--- src/rtl/ddc_srio_pkt.sv ---
// Packs DDC I/Q samples into 64-bit words, buffers them in a 64-deep FIFO and
// streams them to an SRIO initiator port as 32-beat NWRITE packets with a HELLO header.
module ddc_srio_pkt #(
  parameter logic [15:0] DEST_ID   = 16'h00FF,
  parameter logic [15:0] SRC_ID    = 16'h0001,
  parameter logic [33:0] BASE_ADDR = 34'h0_0C00_0000,
  parameter int          WIN_PKTS  = 1024
) (
  input  logic        log_clk,
  input  logic        log_rst,
  input  logic        en,
  input  logic [15:0] ddc_i,
  input  logic [15:0] ddc_q,
  input  logic        ddc_valid,
  output logic        ireq_tvalid,
  input  logic        ireq_tready,
  output logic [63:0] ireq_tdata,
  output logic [7:0]  ireq_tkeep,
  output logic        ireq_tlast,
  output logic [31:0] ireq_tuser,
  output logic        ovf,
  output logic [31:0] pkt_cnt
);

  localparam int IDX_W = (WIN_PKTS > 1) ? $clog2(WIN_PKTS) : 1;
  localparam logic [IDX_W-1:0] IDX_LAST = IDX_W'(WIN_PKTS - 1);

  typedef enum logic [1:0] {S_IDLE, S_HDR, S_DATA} state_t;

  state_t             r_state, w_state_nxt;
  logic               r_half;
  logic [31:0]        r_hold;
  logic [63:0]        r_word;
  logic               r_push;
  logic [63:0]        r_mem [64];
  logic [5:0]         r_wptr, r_rptr;
  logic [6:0]         r_cnt;
  logic               r_ovf;
  logic [4:0]         r_beat;
  logic [7:0]         r_tid;
  logic [IDX_W-1:0]   r_idx;
  logic [31:0]        r_pkt_cnt;

  logic               w_pop, w_full, w_wr, w_drop, w_last_hs;
  logic [6:0]         w_cnt_nxt;
  logic [33:0]        w_addr;
  logic [63:0]        w_hdr;

  // Pair up samples; en low throws away a lone first half.
  always_ff @(posedge log_clk) begin
    if (log_rst) begin
      r_half <= 1'b0;
      r_hold <= '0;
      r_word <= '0;
      r_push <= 1'b0;
    end else begin
      r_push <= 1'b0;
      if (!en) begin
        r_half <= 1'b0;
      end else if (ddc_valid) begin
        if (!r_half) begin
          r_hold <= {ddc_i, ddc_q};
          r_half <= 1'b1;
        end else begin
          r_word <= {r_hold, ddc_i, ddc_q};
          r_push <= 1'b1;
          r_half <= 1'b0;
        end
      end
    end
  end

  assign w_pop     = (r_state == S_DATA) && ireq_tready;
  assign w_full    = (r_cnt == 7'd64);
  assign w_wr      = r_push && (!w_full || w_pop);
  assign w_drop    = r_push && w_full && !w_pop;
  assign w_cnt_nxt = r_cnt + {6'd0, w_wr} - {6'd0, w_pop};
  assign w_last_hs = w_pop && (r_beat == 5'd31);

  always_ff @(posedge log_clk) begin
    if (w_wr && !log_rst) r_mem[r_wptr] <= r_word;
  end

  always_ff @(posedge log_clk) begin
    if (log_rst) begin
      r_wptr <= '0;
      r_rptr <= '0;
      r_cnt  <= '0;
      r_ovf  <= 1'b0;
    end else begin
      if (w_wr)   r_wptr <= r_wptr + 6'd1;
      if (w_pop)  r_rptr <= r_rptr + 6'd1;
      r_cnt <= w_cnt_nxt;
      if (w_drop) r_ovf <= 1'b1;
    end
  end

  always_comb begin
    w_state_nxt = r_state;
    case (r_state)
      S_IDLE: if (en && (r_cnt >= 7'd32)) w_state_nxt = S_HDR;
      S_HDR:  if (ireq_tready) w_state_nxt = S_DATA;
      S_DATA: if (w_last_hs)
                w_state_nxt = (en && (w_cnt_nxt >= 7'd32)) ? S_HDR : S_IDLE;
      default: w_state_nxt = S_IDLE;
    endcase
  end

  always_ff @(posedge log_clk) begin
    if (log_rst) begin
      r_state   <= S_IDLE;
      r_beat    <= '0;
      r_tid     <= '0;
      r_idx     <= '0;
      r_pkt_cnt <= '0;
    end else begin
      r_state <= w_state_nxt;
      if ((r_state == S_HDR) && ireq_tready) r_beat <= '0;
      else if (w_pop)                        r_beat <= r_beat + 5'd1;
      if (w_last_hs) begin
        r_tid     <= r_tid + 8'd1;
        r_idx     <= (r_idx == IDX_LAST) ? '0 : r_idx + 1'b1;
        r_pkt_cnt <= r_pkt_cnt + 32'd1;
      end
    end
  end

  assign w_addr = BASE_ADDR + (34'(r_idx) << 8);
  assign w_hdr  = {r_tid, 4'h5, 4'h4, 1'b0, 2'b01, 1'b0, 8'hFF, 2'b00, w_addr};

  // Outputs decode straight from held state, so they stay put under backpressure.
  always_comb begin
    ireq_tdata = '0;
    case (r_state)
      S_HDR:   ireq_tdata = w_hdr;
      S_DATA:  ireq_tdata = r_mem[r_rptr];
      default: ireq_tdata = '0;
    endcase
  end

  assign ireq_tvalid = (r_state != S_IDLE);
  assign ireq_tlast  = (r_state == S_DATA) && (r_beat == 5'd31);
  assign ireq_tkeep  = 8'hFF;
  assign ireq_tuser  = {SRC_ID, DEST_ID};
  assign ovf         = r_ovf;
  assign pkt_cnt     = r_pkt_cnt;

endmodule

--- config.mk ---
export PLATFORM = sky130hd
export DESIGN_NAME = ddc_srio_pkt
export DESIGN_NICKNAME = d
export VERILOG_FILES = /design/src/rtl/ddc_srio_pkt.sv
export SDC_FILE = /design/constraint.sdc
export NUM_CORES = 2
export LEC_CHECK = 0
export CAP_MARGIN = 20
export CORE_MARGIN = 2
export CORE_UTILIZATION = 55
export DETAILED_ROUTE_END_ITERATION = 8
export PLACE_DENSITY = 0.78
export SLEW_MARGIN = 30
export SYNTH_ARGS = -nofsm -noshare
export SYNTH_HDL_FRONTEND = slang
export SYNTH_SLANG_ARGS = --single-unit
--- constraint.sdc ---
create_clock -name log_clk -period 11.65 [get_ports log_clk]
set_input_delay 2.33 -clock log_clk [delete_from_list [all_inputs] [get_ports log_clk]]
set_output_delay 2.33 -clock log_clk [all_outputs]
set_load 0.01 [all_outputs]
; ---- Word-level counts from Yosys, hierarchy flattened
; Memories as Yosys holds them, arrays and structs flattened. A register that Yosys moved wholly into a read port is not among the register bits.
; Cells that the tools add are included.
[totals]
reg_bits = 175
ram_bits = 4096
in_bits = 37
output_inout_bits = 139
wordCells = 71
n_memories = 1
[op_classes]
addsub = 9
magnitude_cmp = 2
n_eq_ne = 8
mux = 13
bitwise = 3
n_reduce_logical = 22
[memory_table]
columns = name, words, word_bits, rd, rd_ports_with_merged_regs, wr, line
row1 = r_mem, 64, 64, 1, 1, 1, 35  ; logic [63:0] r_mem [64];
[op_table]
columns = operator, n
row1 = case mux 64 bit (2 select lines), 1
row2 = "adder 32 x 1 -> 32 bit, second input constant", 1
row3 = "adder 28 x 18 -> 29 bit, first input constant", 1
row4 = ">= comparator 7 x 6 -> 1 bit, second input constant", 2
row5 = "adder 6 x 1 -> 6 bit, second input constant", 2
row6 = 2-to-1 mux 6 bit, 2
row7 = "adder 10 x 1 -> 10 bit, second input constant", 1
row8 = "equality test 10 bit, second input constant", 1
row9 = logical AND 1 bit, 10
row10 = 2-to-1 mux 10 bit, 1
row11 = AND reduction 3 bit, 3
row12 = "adder 8 x 1 -> 8 bit, second input constant", 1
row13 = adder 7 x 1 -> 7 bit, 1
row14 = "equality test 7 bit, second input constant", 1
row15 = subtractor 7 x 1 -> 7 bit, 1
row16 = 2-to-1 mux 2 bit, 3
row17 = "inequality test 2 bit, second input constant", 3
row18 = case mux 2 bit (3 select lines), 1
row19 = "adder 5 x 1 -> 5 bit, second input constant", 1
row20 = "equality test 5 bit, second input constant", 1
row21 = 2-to-1 mux 1 bit, 5
row22 = OR reduction 2 bit, 2
row23 = zero test 1 bit, 3
row24 = NOT 1 bit, 3
row25 = other kinds (6), 6

; ---- Longest topological paths before layout
[logic_depth]
depth_word = 11
mapped_depth = 16
mapped_depth_nobuf = 13

; ---- Worst setup path after synthesis
; OpenSTA, ideal clock, no wires.
[synth_path]
kind = input port to flip-flop
from = input port ireq_tready
to = memory r_mem[63][0] (enable)
setup_ns = 0.565
t_arrival_ns = 7.505
required_time_ns = 11.085
setup_slack_ns = 3.580
stages = 6
path_buffers = 1
cell_sequence = and2_1 clkbuf_1 o31ai_2 nor2_1 nand2_1 nor3_1
[synth_via]
elab_chain_len = 6
[synth_lines]
columns = element, line
row1 = start: declaration, 16  ; input logic ireq_tready,
row2 = logical AND 1 bit, 73  ; assign w_pop = (r_state == S_DATA) && ireq_tready;
row3 = logical OR 1 bit, 75  ; assign w_wr = r_push && (!w_full || w_pop);
row4 = logical AND 1 bit, 75
row5 = logical AND 1 bit, 81  ; if (w_wr && !log_rst) r_mem[r_wptr] <= r_word;
row6 = 2-to-1 mux 1 bit, 81
row7 = 2-to-1 mux 1 bit (not written as such), 81
row8 = end: declaration, 35
; Every way passes these cells.

==> qor.tcl <==
set qor(synth-main-ff-cell) {sky130_fd_sc_hd__edfxtp_1}
set qor(cts_made_buffers) 408
set qor(replace_congestion) 0.833
set qor(post_drt_via_cell_ratio) 7.02
set qor(setup_viol) 0
set qor(gr-usage-met1_pct) 39.5
set qor(hold_path_class) {reg2reg}
set qor(first_pass_iters) 9
set qor(seqPwrFrac_pct) 54.1
set qor(postCtsHoldBufs) 0
set qor(timing.critical_path.slowest_stage_cell) {sky130_fd_sc_hd__dfxtp_4}
set qor(totalPowerFinal_mw) 30.8
set qor(async_reset_ff_share_pct) 0
set qor(mappedNetlistArea_mm2) 0.163
set qor(number_of_fill_cells) 18700
set qor(core_area_mm2) 0.296
set qor(grt_setup_unrepaired) {false}
set qor(chipHeight_um) 549
set qor(finish.net_count) 7812
set qor(reg2reg_setup_slack_ps) 6250
set qor(worst_path_dominant_cell_family) {buffers and inverters}
set qor(p_sw_share_pct) 21.0
set qor(cp.depth) 9
set qor(finish.cell_count_without_fillers) 12000
set qor(tightest_slew_ps) 1150
set qor(dp.cells) 11300
set qor(r2r.worst_path.cells) 9
set qor(antenna_violating_nets_left) 0
set qor(htreeDepth) 5
set qor(syn_area_per_cell_um2) 22.2
set qor(slew_viol_final) 0
set qor(drt-total-wl_um) 461000
set qor(post-route-min-period_ps) 8320
set qor(drtIter0Drc) 15000
set qor(synth.ff_latch_count) 4277
set qor(grt_pass1_wl_um) 639000
set qor(drc) 0
set qor(worst_slew_margin_rel_pct) 23.3
set qor(grtUsageTotal_pct) 30.3
set qor(critical-path-top-cell-by-count) {sky130_fd_sc_hd__a21oi_1}
set qor(final.setup_skew_ps) 77.6
set qor(reg2reg_to) {r_mem[54][59]}
set qor(total_switching_power_mw) 6.47
set qor(num_vias) 84600
set qor(synth.yosys.warnings) 0
set qor(timing.critical_path.slowest_cell_delay_ps) 910
set qor(pwr-share-comb_pct) 3.4
set qor(post_synth_inst_count) 7366
set qor(fin_crit_sh_pct) 71.4
set qor(critPathCaptureType) {output port}
set qor(total_leakage_power_nw) 45.9
set qor(clock_latency_ps) 970
set qor(tritoncts) {done}
set qor(global_route_track_usage_on_met2_pct) 47.2
set qor(globalRoute.totalOverflow) 0
set qor(finalHoldViolCount) 0
set qor(critPathRequiredTime_ps) 9320
set qor(busiest_layer) {met2}
set qor(int_pwr_mw) 24.4
set qor(antenna_found_initial) 15
set qor(run_status) {finished clean}
set qor(clk_path_buf_depth) 4
set qor(worstSetupEndpoint) {ireq_tdata[21]}
set qor(row_count) 200
set qor(fmax_mhz) 120
set qor(r2r_start) {r_state[0]}
set qor(avgRoutedWirePerCell_um) 38.3
set qor(final_layout_setup_total_negative_slack_ps) 0
set qor(layout-area-overhead-vs-synth_pct) 12.6
set qor(die_x_um) 549
set qor(worst_setup_path_start_kind) {flop}
set qor(cellPowerDensity_mw_per_mm2) 168
set qor(crit_path_max_fanout) 70
set qor(globalRouteMet3Util_pct) 7.44
set qor(fp.dieArea_mm2) 0.301
set qor(port-buffer-count) 135
set qor(clkSlewWorstSetupHoldPaths_ps) 70
set qor(drive_gt1_share_pct) 25.6
set qor(maxCapViolCount) 0
set qor(worst_ir_drop_vdd_mv) 0.152
set qor(synth_enable_flop_cells) 4096
set qor(floorplan.initialDensity_pct) 55.1
set qor(tritoncts_num_sinks) 4277
set qor(clock_power_share_pct) 42.5
set qor(path_buf_inv) 3
set qor(dp_hpwl_um) 230000
set qor(number_of_global_route_vias_before_repair) 84800
set qor(root_buffer_master) {sky130_fd_sc_hd__clkbuf_16}
set qor(cp_cell_sequence) {buf_12 > buf_4 > mux4_2 > nor2b_1 > a211oi_1 > a21oi_1 > a21oi_1 > o21ai_1 > clkdlybuf4s50_1}
set qor(arrival_ps) 5990
set qor(floorplan.io_pins) 176
set qor(synthDistinctLibCells) 51
set qor(cts-resized-gates) 0
set qor(grt_max_degree) 134
set qor(synth_sequential_area_ratio_pct) 77.5
set qor(postCtsSetupRepairBufs) 0
set qor(timing.setup.critical_path_class) {reg2out}
-- metal layers --
layer  wire length [um]  part of all wire, %
met3              62600                   14
met2             219000                   47
met5                 68                0.015
met4              30000                  6.5
met1             150000                   32
-- cell families after synthesis --
kind of cell | synth area share [%]
AOI/OAI and AO/OA | 1.85
xor gates and xnor gates | 0.343
adders and majority gates | 0.173
buffers and inverters | 1.36
DFF | 77.5
muxes | 16.9
other | 0.00460
and+or+nand+nor | 1.91
-- worst reg2reg max path, cell delays in order (launching register included) --
cell,delay [ps]
sky130_fd_sc_hd__dfxtp_1,340
sky130_fd_sc_hd__inv_1,90
sky130_fd_sc_hd__ha_1,490
sky130_fd_sc_hd__and2_1,630
sky130_fd_sc_hd__o31ai_4,300
sky130_fd_sc_hd__nor3_1,400
sky130_fd_sc_hd__nand2_1,530
sky130_fd_sc_hd__nor2_4,790
sky130_fd_sc_hd__buf_4,600
sky130_fd_sc_hd__buf_4,720
-- worst min-delay path by stage --
stage | from | endpoint | slack, ps | depth (start not counted)
floorplan | r_hold[31] | r_word[63] | 430 | 2
global route | r_hold[9] | r_word[41] | 460 | 2
detailed placement | r_hold[5] | r_word[37] | 440 | 2
CTS | r_hold[9] | r_word[41] | 450 | 2
global placement | r_hold[5] | r_word[37] | 430 | 2
finish | r_hold[9] | r_word[41] | 450 | 2
-- metrics by stage --
step	area, um^2	hold slack (ps)	setup slack (ps)	utilization, %
after floorplan	164000	432	3580	-
after global placement	170000	430	4360	57.4
after detailed placement	171000	438	4510	57.6
after CTS	184000	448	3530	62.0
after global routing	184000	463	3320	62.1
final	184000	453	3330	62.1
-- synthesized netlist by cell type, drive strengths merged (8+ instances only) --
cell,count,area share (%)
a21oi,203,0.62
a221oi,19,0.10
nand3,64,0.20
o22ai,21,0.080
inv,15,0.034
nand4,18,0.069
dfxtp,181,2.2
edfxtp,4096,75
nor2b,91,0.35
o221ai,13,0.070
a211oi,50,0.23
mux2i,255,1.6
and3,11,0.042
o21ai,48,0.15
o211ai,14,0.064
xnor2,19,0.10
nand2,309,0.71
buf,248,0.87
ha,21,0.16
clkbuf,199,0.46
a22oi,106,0.49
nor2,151,0.35
nor3,8,0.025
mux4,1109,15
xor2,45,0.24
-- placed cells by master, fill, tap and decap left out, drive strengths merged, types with 134 or more instances in the layout --
cell type	instances
nand2	309
clkbuf	519
a21oi	203
mux2i	255
mux4	1109
nor2	151
edfxtp	4096
buf	252
clkinv	189
clkdlybuf4s50	134
dfxtp	181
-- layout make-up --
class | instances | area (um^2) | share of cell area (%)
multi-input cells | 2665 | 35200 | 19.2
repair buffers | 386 | 3850 | 2.09
clock buffers | 519 | 10900 | 5.92
flip-flops and latches | 4277 | 127000 | 68.9
well taps | 3939 | 4930 | 2.68
diodes | 12 | 30.0 | 0.0163
inverters | 15 | 56.3 | 0.0306
clock inverters | 233 | 2230 | 1.21
-- flip-flops by register name (all words and copies together) (netlist names), named ones only --
| register | count |
|---|---|
| ovf | 1 |
| r_wptr | 6 |
| pkt_cnt | 32 |
| r_push | 1 |
| r_word | 64 |
| r_idx | 10 |
| r_half | 1 |
| r_beat | 5 |
| r_hold | 32 |
| r_cnt | 7 |
| r_rptr | 6 |
| r_state | 2 |
| r_tid | 8 |
| r_mem | 4096 |
-- power by group through the flow --
stage          combinational [mW]  clock [mW]  sequential, mW
3_5_place_dp                 1.05           0            17.0
5_1_grt                      1.13        13.7            16.7
2_1_floorplan               0.771           0            17.0
6_report                     1.05        13.1            16.7
3_3_place_gp                 1.03           0            17.0
4_1_cts                      1.06        13.2            16.7
Power figures use the tool's default switching activity.
